### src/rtl/prog_fifo_mem.sv
`default_nettype none
// ============================================================================
// Module      : prog_fifo_mem
// Description : FIFO storage, one write port and one asynchronous read port.
// Revision    : 1.0 - initial release
// ============================================================================
module prog_fifo_mem #(
    parameter int WIDTH  = 32,
    parameter int DEPTH  = 128,
    parameter int ADDR_W = $clog2(DEPTH)
) (
    input  logic              clk_i,
    input  logic              we_i,
    input  logic [ADDR_W-1:0] waddr_i,
    input  logic [WIDTH-1:0]  wdata_i,
    input  logic [ADDR_W-1:0] raddr_i,
    output logic [WIDTH-1:0]  rdata_o
);

    logic [WIDTH-1:0] r_mem [DEPTH];

    // No reset on the array so a RAM macro can drop in here.
    always_ff @(posedge clk_i) begin
        if (we_i) begin
            r_mem[waddr_i] <= wdata_i;
        end
    end

    assign rdata_o = r_mem[raddr_i];

endmodule
`default_nettype wire

### src/rtl/prog_fifo.sv
`default_nettype none
// ============================================================================
// Module      : prog_fifo
// Description : Synchronous FIFO with programmable almost-full/empty flags,
//               sticky error flags and selectable FWFT or registered read.
// Revision    : 1.0 - initial release
// ============================================================================
module prog_fifo #(
    parameter  int WIDTH = 32,
    parameter  int DEPTH = 128,
    parameter  int FWFT  = 1,
    localparam int LVL_W = $clog2(DEPTH) + 1
) (
    input  logic             clk_i,
    input  logic             rst_i,
    input  logic             flush_i,
    input  logic             we_i,
    input  logic [WIDTH-1:0] wdata_i,
    input  logic             re_i,
    input  logic [LVL_W-1:0] af_thresh_i,
    input  logic [LVL_W-1:0] ae_thresh_i,
    input  logic             err_clr_i,
    output logic [WIDTH-1:0] rdata_o,
    output logic             rvalid_o,
    output logic             full_o,
    output logic             empty_o,
    output logic             almost_full_o,
    output logic             almost_empty_o,
    output logic [LVL_W-1:0] level_o,
    output logic             overflow_o,
    output logic             underflow_o
);

    localparam int               c_ADDR_W    = LVL_W - 1;
    localparam logic [LVL_W-1:0] c_DEPTH_LVL = LVL_W'(DEPTH);

    logic [LVL_W-1:0] r_wptr;
    logic [LVL_W-1:0] r_rptr;
    logic             r_ovf;
    logic             r_udf;
    logic [LVL_W-1:0] w_level;
    logic             w_full;
    logic             w_empty;
    logic             w_wr_acc;
    logic             w_rd_acc;
    logic [WIDTH-1:0] w_mem_rdata;

    // Pointers carry one extra wrap bit, so the difference is the occupancy.
    assign w_level  = r_wptr - r_rptr;
    assign w_full   = (w_level == c_DEPTH_LVL);
    assign w_empty  = (w_level == '0);
    assign w_wr_acc = we_i & ~w_full;
    assign w_rd_acc = re_i & ~w_empty;

    assign level_o        = w_level;
    assign full_o         = w_full;
    assign empty_o        = w_empty;
    assign almost_full_o  = (w_level >= af_thresh_i);
    assign almost_empty_o = (w_level <= ae_thresh_i);
    assign overflow_o     = r_ovf;
    assign underflow_o    = r_udf;

    always_ff @(posedge clk_i or posedge rst_i) begin
        if (rst_i) begin
            r_wptr <= '0;
            r_rptr <= '0;
            r_ovf  <= 1'b0;
            r_udf  <= 1'b0;
        end else if (flush_i) begin
            r_wptr <= '0;
            r_rptr <= '0;
            r_ovf  <= 1'b0;
            r_udf  <= 1'b0;
        end else begin
            if (w_wr_acc) begin
                r_wptr <= r_wptr + LVL_W'(1);
            end
            if (w_rd_acc) begin
                r_rptr <= r_rptr + LVL_W'(1);
            end
            // A new error wins over a simultaneous clear.
            if (we_i && w_full) begin
                r_ovf <= 1'b1;
            end else if (err_clr_i) begin
                r_ovf <= 1'b0;
            end
            if (re_i && w_empty) begin
                r_udf <= 1'b1;
            end else if (err_clr_i) begin
                r_udf <= 1'b0;
            end
        end
    end

    prog_fifo_mem #(
        .WIDTH (WIDTH),
        .DEPTH (DEPTH),
        .ADDR_W(c_ADDR_W)
    ) u_mem (
        .clk_i  (clk_i),
        .we_i   (w_wr_acc & ~flush_i),
        .waddr_i(r_wptr[c_ADDR_W-1:0]),
        .wdata_i(wdata_i),
        .raddr_i(r_rptr[c_ADDR_W-1:0]),
        .rdata_o(w_mem_rdata)
    );

    generate
        if (FWFT != 0) begin : g_fwft
            assign rdata_o  = w_empty ? '0 : w_mem_rdata;
            assign rvalid_o = 1'b0;
        end else begin : g_reg_read
            logic [WIDTH-1:0] r_rdata;
            logic             r_rvalid;

            always_ff @(posedge clk_i or posedge rst_i) begin
                if (rst_i) begin
                    r_rdata  <= '0;
                    r_rvalid <= 1'b0;
                end else if (flush_i) begin
                    r_rvalid <= 1'b0;
                end else begin
                    r_rvalid <= w_rd_acc;
                    if (w_rd_acc) begin
                        r_rdata <= w_mem_rdata;
                    end
                end
            end

            assign rdata_o  = r_rdata;
            assign rvalid_o = r_rvalid;
        end
    endgenerate

endmodule
`default_nettype wire
### config.mk
export PLATFORM = sky130hd
export DESIGN_NAME = prog_fifo
export DESIGN_NICKNAME = d
export VERILOG_FILES = /design/src/rtl/prog_fifo_mem.sv /design/src/rtl/prog_fifo.sv
export SDC_FILE = /design/constraint.sdc
export NUM_CORES = 2
export LEC_CHECK = 0
export CORE_MARGIN = 10
export CORE_UTILIZATION = 35
export CTS_CLUSTER_SIZE = 20
export DETAILED_ROUTE_END_ITERATION = 8
export DONT_BUFFER_PORTS = 1
export GPL_TIMING_DRIVEN = 1
export PLACE_DENSITY = 0.52
export SYNTH_ARGS = -nofsm -noshare
export SYNTH_HDL_FRONTEND = slang
export SYNTH_HIERARCHICAL = 1
export SYNTH_SLANG_ARGS = --single-unit
export TNS_END_PERCENT = 30
### constraint.sdc
create_clock -name clk_i -period 12.85 [get_ports clk_i]
set_clock_uncertainty 0.05 [all_clocks]
set_input_delay 1.285 -clock clk_i [delete_from_list [all_inputs] [get_ports clk_i]]
set_output_delay 1.285 -clock clk_i [all_outputs]
set_load 0.02 [all_outputs]
* Yosys cells after proc, flatten, opt, wreduce, memory -nomap -nowiden
Memory sizes are Yosys's and may differ from the RTL's. Index checks and enable logic that the tools add are counted.
Word-level totals: output and inout port bits 47, memories 1, word-level logic and storage cells 36, bits in read-only memories 0, latch bits 0, bits in registers 18, bits in writable memories 4096
Memories:
- u_mem.r_mem | words 128, bits a word 32, rd ports 1, clocked after memory_dff 0, wr ports 1, line prog_fifo_mem.sv:20 | logic [WIDTH-1:0] r_mem [DEPTH];
Cells by class: shifts and indexed selects 0, multipliers 0, bitwise logic cells 6, mux-type cells 12, reductions and logical operators 7, div/mod/pow operators 0, $add $sub $neg 3, equal/unequal tests 1, $lt $le $gt $ge 2
Operators with widths (number):
- $mux 32 | 1
- $mux 8 | 4
- $add 8x1->8 const B | 2
- $eq 8x8->1 const B | 1
- $ge 8x8->1 | 1
- $le 8x8->1 | 1
- $logic_not 8->1 | 1
- $sub 8x8->8 | 1
- $mux 1 | 7
- $reduce_bool 3->1 | 2
- $reduce_bool 2->1 | 2
- $and 1x1->1 | 3
- $not 1->1 | 3
- $logic_and 1x1->1 | 2

* Logic depth before layout (Yosys ltp)
depth after elaboration 7, gate-level depth with buffers 16, mapped depth without buffers 13

* Cells and area by module
Netlist, hierarchy kept.
Modules (own cells, without submodules):
- prog_fifo_mem | times used 1, area an instance 155635.5 sq um, cells an instance 5958, seq. area each 122998.0 sq um
- prog_fifo | times used 1, area an instance 2195.9 sq um, cells an instance 266, seq. area each 450.4 sq um

* Least setup slack after synthesis
OpenSTA, ideal clock, no wires.
kind reg-to-reg, start point reg r_wptr[0], end point mem u_mem.r_mem[98][0] (enable), library setup time 0.461 ns, arrival 5.443 ns, path buffers 2, data required time 12.339 ns, setup slack 6.896 ns, stages on the path, launching flop included 15, clock period less this slack 5.954 ns, path through dfrtp_1 > inv_1 > ha_1 > inv_1 > fa_1 > xor2_1 > nor4b_1 > mux2i_1 > a2111oi_4 > buf_6 > and2_1 > nor3_1 > clkbuf_1 > nand4_1 > nor3_1
On the way: longest elaborated chain between the ends 7
Ends and longest elaborated chain:
- start: declaration | line prog_fifo.sv:37 | logic [LVL_W-1:0] r_wptr;
- start signal: assignment | line prog_fifo.sv:76 | r_wptr <= r_wptr + LVL_W'(1);
- $sub 8x8->8 | line prog_fifo.sv:49 | assign w_level = r_wptr - r_rptr;
- named net level_o[2] | line prog_fifo.sv:29 | output logic [LVL_W-1:0] level_o,
- $eq 8x8->1 | line prog_fifo.sv:50 | assign w_full = (w_level == c_DEPTH_LVL);
- named net full_o | line prog_fifo.sv:25 | output logic full_o,
- $not 1->1 | line prog_fifo.sv:52 | assign w_wr_acc = we_i & ~w_full;
- $and 1x1->1 | line prog_fifo.sv:52
- $and 1x1->1 | line prog_fifo.sv:101 | .we_i (w_wr_acc & ~flush_i),
- $mux 1 | line prog_fifo_mem.sv:24 | if (we_i) begin
- $mux 1 (not written as such) | line prog_fifo_mem.sv:25 | r_mem[waddr_i] <= wdata_i;
- end: declaration | line prog_fifo_mem.sv:20
The timed path passes the listed nets, and every way through them passes these cells.

* Worst setup path after layout
start point reg r_rptr[2], end point out rdata_o[28]
On the way: elaborated cells between the ends (all ways) 4, classes of those cells add/sub: 1; mux: 1; reduce/logical: 1; memory: 1
RTL lines:
- start: declaration | line prog_fifo.sv:38 | logic [LVL_W-1:0] r_rptr;
- start signal: assignment | line prog_fifo.sv:79 | r_rptr <= r_rptr + LVL_W'(1);
- $mem_v2 128x32
- named net w_mem_rdata[28] | line prog_fifo.sv:46 | logic [WIDTH-1:0] w_mem_rdata;
- $mux 32 | line prog_fifo.sv:110 | assign rdata_o = w_empty ? '0 : w_mem_rdata;
- end: declaration | line prog_fifo.sv:23 | output logic [WIDTH-1:0] rdata_o,
The timed path passes the listed nets, and every way through them passes these cells.

==> flow_metrics.env <==
export IMPL_outcome="finished, final reports clean"
export IMPL_post_route_drc_count=0
export IMPL_wire_per_inst_um=34.8
export IMPL_post_layout_min_period_ns=9.04
export IMPL_post_synth_cell_area_avg_um2=25.4
export IMPL_crit_path_start_kind="flip-flop"
export IMPL_worst_slew_pin_slew_ns=1.19
export IMPL_post_route_cells_drive_above_1_share_pct=34.0
export IMPL_power_per_cell_area_nw_per_um2=166
export IMPL_power_static_leakage_nw=53.0
export IMPL_yosys_warnings=6
export IMPL_synth_top_flop_cell="edfxtp_1"
export IMPL_initialDrtViolationCount=10100
export IMPL_design_die_area_um2=478000
export IMPL_worst_r2r_startpoint="r_wptr[0]$_DFFE_PP0P_"
export IMPL_core_area_um2=449000
export IMPL_reg2reg_setup_slack_ns=4.70
export IMPL_detailedRoute_firstPassIterationCount=6
export IMPL_final_nets=6589
export IMPL_synth_enable_flop_cells=4096
export IMPL_synth_area_top_cells="edfxtp_1 (78%), mux4_2 (19%), clkbuf_1 (0.44%)"
export IMPL_finalHoldViolations=0
export IMPL_grt_use_total_pct=18.2
export IMPL_synth_largest_area_cell="edfxtp_1"
export IMPL_total_detailed_routing_wirelength_um=447000
export IMPL_critical_path_endpoint_type="primary output"
export IMPL_final_max_slew_viol_count=0
export IMPL_vias=72200
export IMPL_pin_count=101
export IMPL_drt_antenna_violating_nets=0
export IMPL_required_ns=11.52
export IMPL_async_reset_ff_share_pct=0.438
export IMPL_startpoint="r_rptr[2]$_DFFE_PP0P_"
export IMPL_cts_root_buf="clkbuf_16"
export IMPL_via_per_inst=5.63
export IMPL_critical_path_max_fanout=124
export IMPL_grt_pass1_vias=73400
export IMPL_final_cells=12800
export IMPL_cts_hold_buf=0
export IMPL_dp_cells=12000
export IMPL_placer_congestion=0.752
export IMPL_slew_headroom_pct=20.7
export IMPL_clk_pin_slew_ns=0.06
export IMPL_clkLatencyLatePin_ns=0.97
export IMPL_clock_sinks=4114
export IMPL_synth_cell_types=52
export IMPL_grt_overflow=0
export IMPL_syn_to_final_growth_pct=14.2
export IMPL_max_cap_viol_count=0
export IMPL_post_synth_instance_area_um2=158000
export IMPL_clock_fmax_mhz=111
export IMPL_port_buffers=0
export IMPL_rsz_0062_raised_after_global_routing="no"
export IMPL_grt_start_max_net_pins=129
export IMPL_clockBufferDepth=4
export IMPL_yosysMostFrequentCell="edfxtp_1"
export IMPL_dieWidth_um=692
export IMPL_worstSetupPathType="reg -> out"
export IMPL_period_share_pct=70.3
export IMPL_post_cts_setup_buffer_count=0
export IMPL_fillCellCount=38800
export IMPL_grt_pass1_wl_um=614000
export IMPL_ys_ff_latch=4114
export IMPL_core_rowCount=246
export IMPL_hpwl_um=228000
export IMPL_syn_inst=6224
export IMPL_fin_tns_setup_ns=0
export IMPL_arrival_ns=7.70
export IMPL_post_synth_most_frequent_cells="edfxtp_1 (4096), mux4_2 (1344), clkbuf_1 (186)"
export IMPL_synth_seq_area_share_pct=78.2
export IMPL_ctsHtreeMaxLevel=5
export IMPL_floorplan_initialDensity_pct=35.1
export IMPL_die_y_um=692
export IMPL_net_count_after_synthesis=6302
export IMPL_grt_antenna_before_repair=43
export IMPL_timing_final_setup_violations=0
export IMPL_cts_tree="done"
export IMPL_netlist_area_leader_share_pct=77.9
export IMPL_hold_class="in -> async"
export IMPL_cts_buffers=427
export IMPL_cts_resized=0
export IMPL_vdd_ir_drop_worst_v=0.000124
critical path, stage by stage (launching register included):
cell,delay (ns)
dfrtp_4,0.99
buf_4,0.83
buf_4,0.74
buf_12,0.51
buf_4,0.86
mux4_2,0.43
mux4_2,0.59
mux4_2,0.60
mux2_2,0.37
and2_1,0.24
stage by stage:
stage / hold slack (ns) / setup WS [ns] / total power [mW] / utilization, % / cell area, µm²
final: 0.266 / 3.81 / 29.8 / 40.1 / 180000
after global routing: 0.259 / 3.16 / 30.8 / 40.1 / 180000
after CTS: 0.221 / 3.47 / 30.1 / 40.1 / 180000
after detailed placement: 0.595 / 4.56 / 17.9 / 37.1 / 166000
after global placement: 0.590 / 4.62 / 17.9 / 37.1 / 166000
after floorplan: 0.514 / 6.90 / 17.0 / - / 158000
flip-flops by register name (all words and copies together), names as in the netlist:
name	flops
u_mem/r_mem	4096
underflow_o	1
r_wptr	8
r_rptr	8
overflow_o	1
metal layers:
| metal | global-route usage [%] | share of wire [%] | vias up |
|---|---|---|---|
| li1 | - | - | 27900 |
| met1 | 26.2 | 42 | 40700 |
| met2 | 28.5 | 47 | 3067 |
| met3 | 3.95 | 8.7 | 583 |
| met4 | 4.34 | 2.5 | 8 |
| met5 | 0 | 0.013 | - |
worst paths after layout:
| kind | endpoint | cells after the start |
|---|---|---|
| max in group asynchronous | r_rptr[6]$_DFFE_PP0P_ | 1 |
| max | rdata_o[28] | 9 |
| min in group clk_i | underflow_o$_DFFE_PP0P_ | 1 |
| min | r_wptr[2]$_DFFE_PP0P_ | 1 |
| max reg2reg | u_mem/r_mem[46][16]$_DFFE_PP_ | 13 |
| min reg2reg | underflow_o$_DFFE_PP0P_ | 2 |
power by group:
part / total [mW] / switching (mW) / internal, mW
logic: 2.79 / 1.50 / 1.29
registers: 14.8 / 0.0440 / 14.8
clock network: 12.2 / 5.20 / 7.04
logic make-up (layout without fill, tap and decap cells):
family | count (synthesis) | after routing | synth area share [%]
adder cells (fa/ha/maj) | 24 | 24 | 0.195
XOR/XNOR | 4 | 4 | 0.0222
AO/OA/AOI/OAI | 47 | 47 | 0.220
buffers and inverters | 355 | 996 | 0.952
flip-flops | 4114 | 4114 | 78.2
multiplexers | 1393 | 1393 | 19.5
AND/OR/NAND/NOR | 286 | 286 | 0.861
other | 1 | 13 | 0.00238
cells in the final DEF, fill, tap and decap left out, types with 4 or more instances in the layout:
master / netlist / final
edfxtp_1: 4096 / 4096
mux4_2: 1344 / 1344
clkbuf_16: 0 / 432
buf_4: 5 / 175
nor2_4: 0 / 119
clkinv_1: 0 / 98
clkinv_2: 0 / 89
clkbuf_1: 186 / 81
bufinv_16: 0 / 43
mux2_2: 39 / 39
and2_1: 34 / 34
nor2_1: 147 / 28
inv_1: 27 / 27
ha_1: 23 / 23
nand2_1: 22 / 19
a21oi_1: 18 / 18
nor2b_1: 18 / 18
diode_2: 0 / 12
nand2b_1: 12 / 12
nand3_1: 16 / 12
nand4_1: 11 / 11
dfrtp_1: 18 / 11
buf_12: 0 / 11
nor3_2: 0 / 10
clkinv_8: 0 / 10
inv_6: 0 / 8
clkinvlp_4: 0 / 7
dfrtp_4: 0 / 6
nand3_2: 1 / 5
a21oi_2: 5 / 5
clkinv_4: 0 / 5
o21ai_0: 4 / 4
a21o_1: 4 / 4
mux2_1: 4 / 4
clkinv_16: 0 / 4
final cells by class:
class	instances	area (µm²)	share of cell area [%]
Antenna cell	12	30.0	0.0167
Clock buffer	516	11200	6.19
Clock inverter	267	2610	1.45
Inverter	27	101	0.0562
Multi-Input combinational cell	1755	33900	18.8
Sequential cell	4114	123000	68.5
Tap cell	5952	7450	4.13
Timing Repair Buffer	186	1530	0.851
Note: power is estimated with default switching activity, not from simulation.
